==> config.mk <==
export PLATFORM = sky130hd
export DESIGN_NAME = key_click_decoder
export DESIGN_NICKNAME = d
export VERILOG_FILES = /design/src/rtl/key_click_decoder.sv
export SDC_FILE = /design/constraint.sdc
export NUM_CORES = 1
export LEC_CHECK = 0
export ABC_AREA = 0
export CAP_MARGIN = 20
export CORE_MARGIN = 8
export CORE_UTILIZATION = 25
export CTS_CLUSTER_SIZE = 20
export DETAILED_ROUTE_END_ITERATION = 6
export HOLD_SLACK_MARGIN = 0.15
export PLACE_DENSITY_LB_ADDON = 0.2
export SLEW_MARGIN = 20
export SYNTH_ARGS = -nofsm -noshare
export SYNTH_HDL_FRONTEND = slang
export SYNTH_SLANG_ARGS = --single-unit
==> constraint.sdc <==
create_clock -name clk -period 2 [get_ports clk]
set_clock_uncertainty 0.1 [all_clocks]
set_input_delay 0.4 -clock clk [delete_from_list [all_inputs] [get_ports clk]]
set_output_delay 0.4 -clock clk [all_outputs]
set_load 0.01 [all_outputs]
==> src/rtl/key_click_decoder.sv <==
// key_click_decoder: per-key single/double click classifier for debounced key event pulses.
// Each key runs its own IDLE/WAIT FSM with a window counter; outputs are registered one-cycle pulses.
module key_click_decoder #(
    parameter int KEY_NUM      = 3,
    parameter int CLICK_WINDOW = 15_000_000,
    parameter int CNT_W        = 24
) (
    input  logic               clk,
    input  logic               rst_n,
    input  logic [KEY_NUM-1:0] key_pulse,
    output logic [KEY_NUM-1:0] single_click,
    output logic [KEY_NUM-1:0] double_click,
    output logic [KEY_NUM-1:0] key_busy
);
    typedef enum logic {IDLE, WAIT} state_t;

    localparam logic [CNT_W-1:0] LAST = CNT_W'(CLICK_WINDOW - 1);

    genvar i;
    for (i = 0; i < KEY_NUM; i++) begin : g_key
        state_t           state, state_next;
        logic [CNT_W-1:0] cnt, cnt_next;
        logic             single_q, double_q, single_next, double_next;

        // rst_n is active-high despite its name
        always_ff @(posedge clk) begin
            if (rst_n) begin
                state    <= IDLE;
                cnt      <= '0;
                single_q <= 1'b0;
                double_q <= 1'b0;
            end else begin
                state    <= state_next;
                cnt      <= cnt_next;
                single_q <= single_next;
                double_q <= double_next;
            end
        end

        // A second event takes priority over the window expiring on the same edge
        always_comb begin
            state_next  = state;
            cnt_next    = '0;
            single_next = 1'b0;
            double_next = 1'b0;
            if (state == WAIT) begin
                if (key_pulse[i]) begin
                    double_next = 1'b1;
                    state_next  = IDLE;
                end else if (cnt == LAST) begin
                    single_next = 1'b1;
                    state_next  = IDLE;
                end else begin
                    cnt_next = cnt + 1'b1;
                end
            end else if (key_pulse[i]) begin
                state_next = WAIT;
            end
        end

        assign single_click[i] = single_q;
        assign double_click[i] = double_q;
        assign key_busy[i]     = (state == WAIT);
    end
endmodule

==> results.py, run 1 <==
metrics = {
    "setup_path": {
        "arrival_ps": 2040,
        "worstSetupStartpointType": "flip-flop",
        "r2r-start": "g_key[0].cnt[1]$_SDFF_PP0_",
        "critPathTopFamily": "simple AND/OR/NAND/NOR gates",
        "crit_buf_inv": 1,
        "endpoint_kind": "flip-flop",
        "cp_data_required_time_ps": 2120,
        "critical_path_class": "flip-flop to flip-flop",
        "startpoint": "g_key[0].cnt[1]$_SDFF_PP0_",
        "cp_slowest_stage_delay_ps": 530,
        "crit_chain": "ha_4, nand4_4, or4_4, buf_4, o31ai_1, a21oi_2",
        "crit_slowest_cell": "or4_4",
        "cp_max_fo": 5,
    },
    "clock_network": {
        "clkSinkCount": 81,
        "cts_max_level": 3,
        "cts.clk_slew.worst_paths_ps": 60,
        "numCtsBuffers": 9,
        "cts_tree": "done",
        "cts_root_buf": "clkbuf_16",
        "worstSkewPairLatency_ps": 340,
        "cts_buffer_depth": 2,
    },
    "global_route": {
        "grt_pass1_wl_mm": 14.06,
        "grt_overflow_total": 0,
        "grt_max_degree": 24,
        "grt_use_total_pct": 9.276,
        "antenna_found_initial": 0,
        "first_global_vias": 2998,
    },
    "sta": {
        "post-route-period-util_pct": 96.10,
        "fmax_ghz": 0.5203,
        "worstMarginPinSlew_ps": 383.7,
        "period_needed_ps": 1922,
        "hold_violations": 0,
        "final-setup-viol-count": 0,
        "slew_headroom_pct": 74.27,
        "report.final.slew_viol_count": 0,
        "finalHoldWorstSlack_ps": 372.9,
    },
    "synth": {
        "synthSimpleGateAreaFrac_pct": 31.68,
        "synth-edff-count": 0,
        "async_reset_ff_share_pct": 0,
        "synth_top_family_by_area": "simple AND/OR/NAND/NOR gates",
        "syn_avg_cell_area_um2": 8.607,
        "yosysUniqueCellTypes": 41,
        "synth_ff_type": "dfxtp_1",
        "synth-seq-cells": 81,
        "yosysSeqAreaShare_pct": 43.81,
        "synth.top_cell.area_share_pct": 43.81,
        "synth_area_mm2": 0.003701,
        "synth_xor_area_share_pct": 9.229,
        "synth_adder_area_share_pct": 1.014,
        "muxShareOfSynthArea_pct": 0,
        "synth_top_cell_by_area": "dfxtp_1",
        "ys_top_cells_by_area": "dfxtp_1 (44%), xnor2_1 (5.7%), nor2_1 (5.3%)",
        "synth_compound_area_share_pct": 9.567,
        "syn_nets": 438,
        "syn_inst": 430,
        "synth_warnings": 0,
    },
    "placement": {
        "port_buffers": 13,
        "dp_hpwl_mm": 5.884,
        "gp_congestion": 0.7405,
    },
    "floorplanning": {
        "die-area_mm2": 0.01895,
        "rows": 44,
        "initial_core_util_pct": 25.56,
        "dieHeight_um": 137.7,
        "die_width_um": 137.7,
        "core_mm2": 0.01448,
        "pin_count": 14,
    },
    "route": {
        "vias_per_cell": 4.700,
        "drtPass1Iterations": 4,
        "postRouteAntennaNets": 0,
        "drt_drc_violations_left": 0,
        "wl_mm": 8.310,
        "num_vias": 3210,
        "drtIter0Drc": 129,
        "wl_per_cell_um": 12.17,
    },
    "power": {
        "switching_power_mw": 0.7070,
        "p_leak_nw": 1.507,
        "p_sw_share_pct": 21.00,
        "vdd_drop_max_mv": 0.3728,
        "power_density_mw_per_mm2": 699.4,
        "clockPowerShare_pct": 49.3,
        "p_seq_share_pct": 48.3,
        "intPower_mw": 2.661,
        "pwr-share-comb_pct": 2.3,
    },
    "finish": {
        "drive_gt1_share_pct": 21.24,
        "syn2layout_area_growth_pct": 30.09,
        "diodes": 0,
        "final_nets": 502,
        "fin_util_pct": 33.25,
    },
    "job": {
        "maxCapViolations": 0,
    },
    "worst_hold_path": {
        "hold_path.class": "flip-flop to flip-flop",
        "hold_start": "g_key[2].cnt[22]$_SDFF_PP0_",
    },
    "status": {
        "status": "finished clean",
    },
}
[layer usage]
layer / global-route usage (%) / wire (um) / up-vias
met5: 0 / 0 / -
met4: 3.259 / 110 / 0
met3: 3.392 / 332 / 9
met2: 14.38 / 3673 / 31
met1: 11.56 / 4193 / 1497
li1: - / - / 1673
[metrics by stage]
step | setup TNS, ps | instance area, um2 | setup WS, ps | total power [mW] | std cells
final | 0 | 4815 | 78.05 | 3.368 | 683
after global routing | -4.400 | 4815 | -4.400 | 3.515 | 683
after CTS | 0 | 4755 | 2.993 | 3.440 | 682
after detailed placement | 0 | 4444 | 16.03 | 1.743 | 665
after global placement | 0 | 4444 | 6.656 | 1.742 | 665
after floorplan | 0 | 3725 | 0.4997 | 1.702 | 430
[layout by cell type, fill, tap and decap left out, types with 7 or more instances in the layout]
cell type | synthesis | layout
o21ai_0 | 11 | 11
nor4_1 | 9 | 9
o31ai_1 | 15 | 14
nor4b_1 | 7 | 7
or4_1 | 20 | 14
or3_1 | 13 | 11
xor2_1 | 15 | 15
clkbuf_16 | 0 | 9
buf_4 | 9 | 59
xnor2_1 | 24 | 24
dfxtp_1 | 81 | 76
nand4_1 | 14 | 14
clkdlybuf4s50_1 | 0 | 13
nand3_1 | 27 | 27
nor2_1 | 52 | 52
inv_1 | 12 | 12
nand2_1 | 28 | 28
nor3_1 | 14 | 14
or4_4 | 1 | 7
a21oi_1 | 28 | 26
[kinds of logic (layout without fill, tap and decap cells)]
| logic type | after synthesis | count (layout) |
|---|---|---|
| compound gates | 60 | 60 |
| xor+xnor | 39 | 39 |
| fa+ha+maj | 3 | 3 |
| buf+inv | 35 | 104 |
| flops | 81 | 81 |
| simple gates | 212 | 212 |
[state kept, by name, summed over array words and instances, names as in the netlist]
| register | cells |
|---|---|
| g_key.single_q | 3 |
| g_key.double_q | 3 |
| g_key.state | 3 |
| g_key.cnt | 72 |
[worst register-to-register path: stages, from the launching register on]
cell     delay, ps
dfxtp_2        350
ha_4           160
nand4_4        130
or4_4          530
buf_4          150
o31ai_1        290
a21oi_2         90
[synth_stat cells, types with 2 or more instances]
library cell  number
nor4b_1            7
nor3_1            14
and3b_1            2
nor4_1             9
nand4_2            3
nand4b_1           2
nand4_1           14
a21oi_1           28
inv_1             12
nor2_1            52
or2_2              2
o31ai_1           15
nand2_1           28
o21ai_0           11
xnor2_1           24
xor2_1            15
buf_4              9
and2_1             2
or3_1             13
and4_1             4
or4_1             20
buf_2              6
ha_1               3
and3_1             4
nand3_1           27
dfxtp_1           81
clkbuf_1           7
nand2b_1           3
[power by group through the flow]
| stage | sequential, mW | combinational [mW] | clock, mW |
|---|---|---|---|
| finish | 1.63 | 0.0786 | 1.66 |
| global route | 1.63 | 0.0856 | 1.80 |
| CTS | 1.63 | 0.0792 | 1.73 |
| detailed placement | 1.66 | 0.0788 | 0 |
| global placement | 1.66 | 0.0783 | 0 |
| floorplan | 1.66 | 0.0388 | 0 |
[final timing paths]
check                           cells after the start  slack [ps]                           to
worst max-delay path                                6          80  g_key[0].cnt[22]$_SDFF_PP0_
worst min-delay path                                2         370  g_key[2].cnt[22]$_SDFF_PP0_
worst max register to register                      6          80  g_key[0].cnt[22]$_SDFF_PP0_
worst min register to register                      2         370  g_key[2].cnt[22]$_SDFF_PP0_
[layout make-up]
| cell class | instances | area (um2) |
|---|---|---|
| Timing Repair Buffer | 76 | 635.6 |
| Fill cell | 1517 | 9664 |
| Clock buffer | 11 | 242.7 |
| Inverter | 12 | 45.04 |
| Multi-Input combinational cell | 314 | 1978 |
| Tap cell | 184 | 230.2 |
| Sequential cell | 81 | 1628 |
| Clock inverter | 5 | 55.05 |
[what timing repair did]
action                     4_1_cts  5_1_grt
hold endpoints to repair         0        0
pin swaps                        2        7
buffers inserted                 1        1
hold buffers                     0        0
resized for setup                1       16
setup endpoints to repair        2       24
No activity file was read; power rests on OpenSTA's default activity.
==> run 2: changes to the inputs <==
--- a/config.mk
+++ b/config.mk
@@ -11,6 +11,7 @@
 export CORE_UTILIZATION = 25
 export CTS_CLUSTER_SIZE = 20
 export DETAILED_ROUTE_END_ITERATION = 6
+export GPL_TIMING_DRIVEN = 0
 export HOLD_SLACK_MARGIN = 0.15
 export PLACE_DENSITY_LB_ADDON = 0.2
 export SLEW_MARGIN = 20
==> results.py, run 2 (synthesis results as in run 1) <==
metrics = {
    "global_route": {
        "antenna_found_initial": 0,
        "grt_use_total_pct": 9.213,
        "grt_overflow_total": 0,
        "grt_max_degree": 14,
        "grt_pass1_wl_mm": 13.95,
        "first_global_vias": 2896,
    },
    "finish": {
        "layout_common_cells": "nor2_1 (52), dfxtp_1 (47), buf_4 (36)",
        "largest_reg_flops": 72,
        "diodes": 0,
        "final_common_cell": "nor2_1",
        "top_register": "g_key.cnt",
        "fin_util_pct": 33.62,
        "fillers": 1501,
        "drive_gt1_share_pct": 25.99,
        "final_nets": 485,
        "syn2layout_area_growth_pct": 31.54,
    },
    "setup_path": {
        "arrival_ps": 2150,
        "startpoint": "g_key[0].cnt[0]$_SDFF_PP0_",
        "worstSetupStartpointType": "flip-flop",
        "r2r-start": "g_key[0].cnt[0]$_SDFF_PP0_",
        "endpoint_kind": "flip-flop",
        "critical_path_class": "flip-flop to flip-flop",
        "cp_max_fo": 6,
        "cp_data_required_time_ps": 2180,
    },
    "floorplanning": {
        "die_width_um": 137.7,
        "pin_count": 14,
        "core_mm2": 0.01448,
        "rows": 44,
        "initial_core_util_pct": 25.56,
        "dieHeight_um": 137.7,
        "die-area_mm2": 0.01895,
    },
    "power": {
        "p_seq_share_pct": 46.4,
        "clockPowerShare_pct": 51.2,
        "intPower_mw": 2.768,
        "switching_power_mw": 0.7057,
        "pwr-share-comb_pct": 2.4,
        "p_sw_share_pct": 20.32,
        "power_density_mw_per_mm2": 713.5,
        "p_leak_nw": 1.465,
        "vdd_drop_max_mv": 0.3784,
    },
    "clock_network": {
        "cts_max_level": 3,
        "cts_root_buf": "clkbuf_16",
        "clkSinkCount": 81,
        "numCtsBuffers": 9,
        "cts.clk_slew.worst_paths_ps": 60,
        "hold_buffers": 0,
        "cts_tree": "done",
        "worstSkewPairLatency_ps": 340,
        "cts_buffer_depth": 2,
    },
    "route": {
        "drt_drc_violations_left": 0,
        "num_vias": 3121,
        "drtPass1Iterations": 4,
        "vias_per_cell": 4.693,
        "dr_wl_met3_um": 352,
        "drtIter0Drc": 153,
        "topRoutingLayerUsed": "met4",
        "wl_met1_mm": 4.075,
        "wl_mm": 8.493,
        "postRouteAntennaNets": 0,
        "wl_per_cell_um": 12.77,
        "routed-wl-met2_mm": 3.938,
    },
    "sta": {
        "period_needed_ps": 1974,
        "report.final.slew_viol_count": 0,
        "post-route-period-util_pct": 98.71,
        "hold_violations": 0,
        "slew_headroom_pct": 70.39,
        "fmax_ghz": 0.5065,
        "worstMarginPinSlew_ps": 443.5,
        "final-setup-viol-count": 0,
        "tns_ps": 0,
    },
    "worst_hold_path": {
        "hold_start": "g_key[2].cnt[0]$_SDFF_PP0_",
        "hold_path.class": "flip-flop to flip-flop",
    },
    "placement": {
        "port_buffers": 13,
        "gp_congestion": 0.7737,
        "dp_hpwl_mm": 5.672,
    },
    "job": {
        "maxCapViolations": 0,
    },
    "status": {
        "status": "finished clean",
    },
}
## run 2: metal layers
layer	GRT usage, %	up-vias
li1	-	1634
met1	11.58	1433
met2	13.92	42
met3	2.954	12
met4	4.466	0
met5	0	-
## run 2: path summary, 6_finish.rpt
path                                                    end  slack [ps]  cells past startpoint
worst min register to register   g_key[2].cnt[0]$_SDFF_PP0_         370                      1
worst max-delay path            g_key[0].cnt[23]$_SDFF_PP0_          30                      6
worst max register to register  g_key[0].cnt[23]$_SDFF_PP0_          30                      6
worst min-delay path             g_key[2].cnt[0]$_SDFF_PP0_         370                      1
## run 2: cell type report
type,count,area [um2],area share (%)
Buffer,21,165.2,3.392
Clock inverter,5,80.08,1.645
Timing Repair Buffer,38,321.6,6.605
Tap cell,184,230.2,4.729
Multi-Input combinational cell,314,2091,42.95
Clock buffer,10,239.0,4.909
Inverter,12,45.04,0.9252
Sequential cell,81,1697,34.85
## run 2: power groups by stage
stage / combinational (mW) / clock [mW] / sequential (mW)
floorplan: 0.0388 / 0 / 1.66
finish: 0.0839 / 1.78 / 1.61
detailed placement: 0.0728 / 0 / 1.67
global placement: 0.0721 / 0 / 1.66
global route: 0.0923 / 1.92 / 1.61
CTS: 0.0791 / 1.85 / 1.62
## run 2: critical path: stages (launching register included)
cell	delay (ps)
dfxtp_4	360
buf_6	100
nand4_1	90
or4_4	530
buf_6	150
or4_1	460
a21oi_1	130
## run 2: repair_timing
item                                    4_1_cts  5_1_grt
resized for setup                            50       51
cloned                                        0        0
pin swaps                                     6       17
buffers inserted                              9       16
endpoints found under the setup margin       69       67
## run 2: stage by stage
step           hold WS, ps  instance area [um2]  total power, mW  setup WS (ps)  instances
2_1_floorplan        329.9                 3725            1.702         0.4997        430
3_3_place_gp         344.3                 4085            1.737         -492.2        627
3_5_place_dp         351.7                 4085            1.738         -508.6        627
4_1_cts              368.7                 4629            3.547          3.542        649
5_1_grt              386.1                 4868            3.623         -13.38        665
6_report             365.4                 4868            3.474          25.74        665
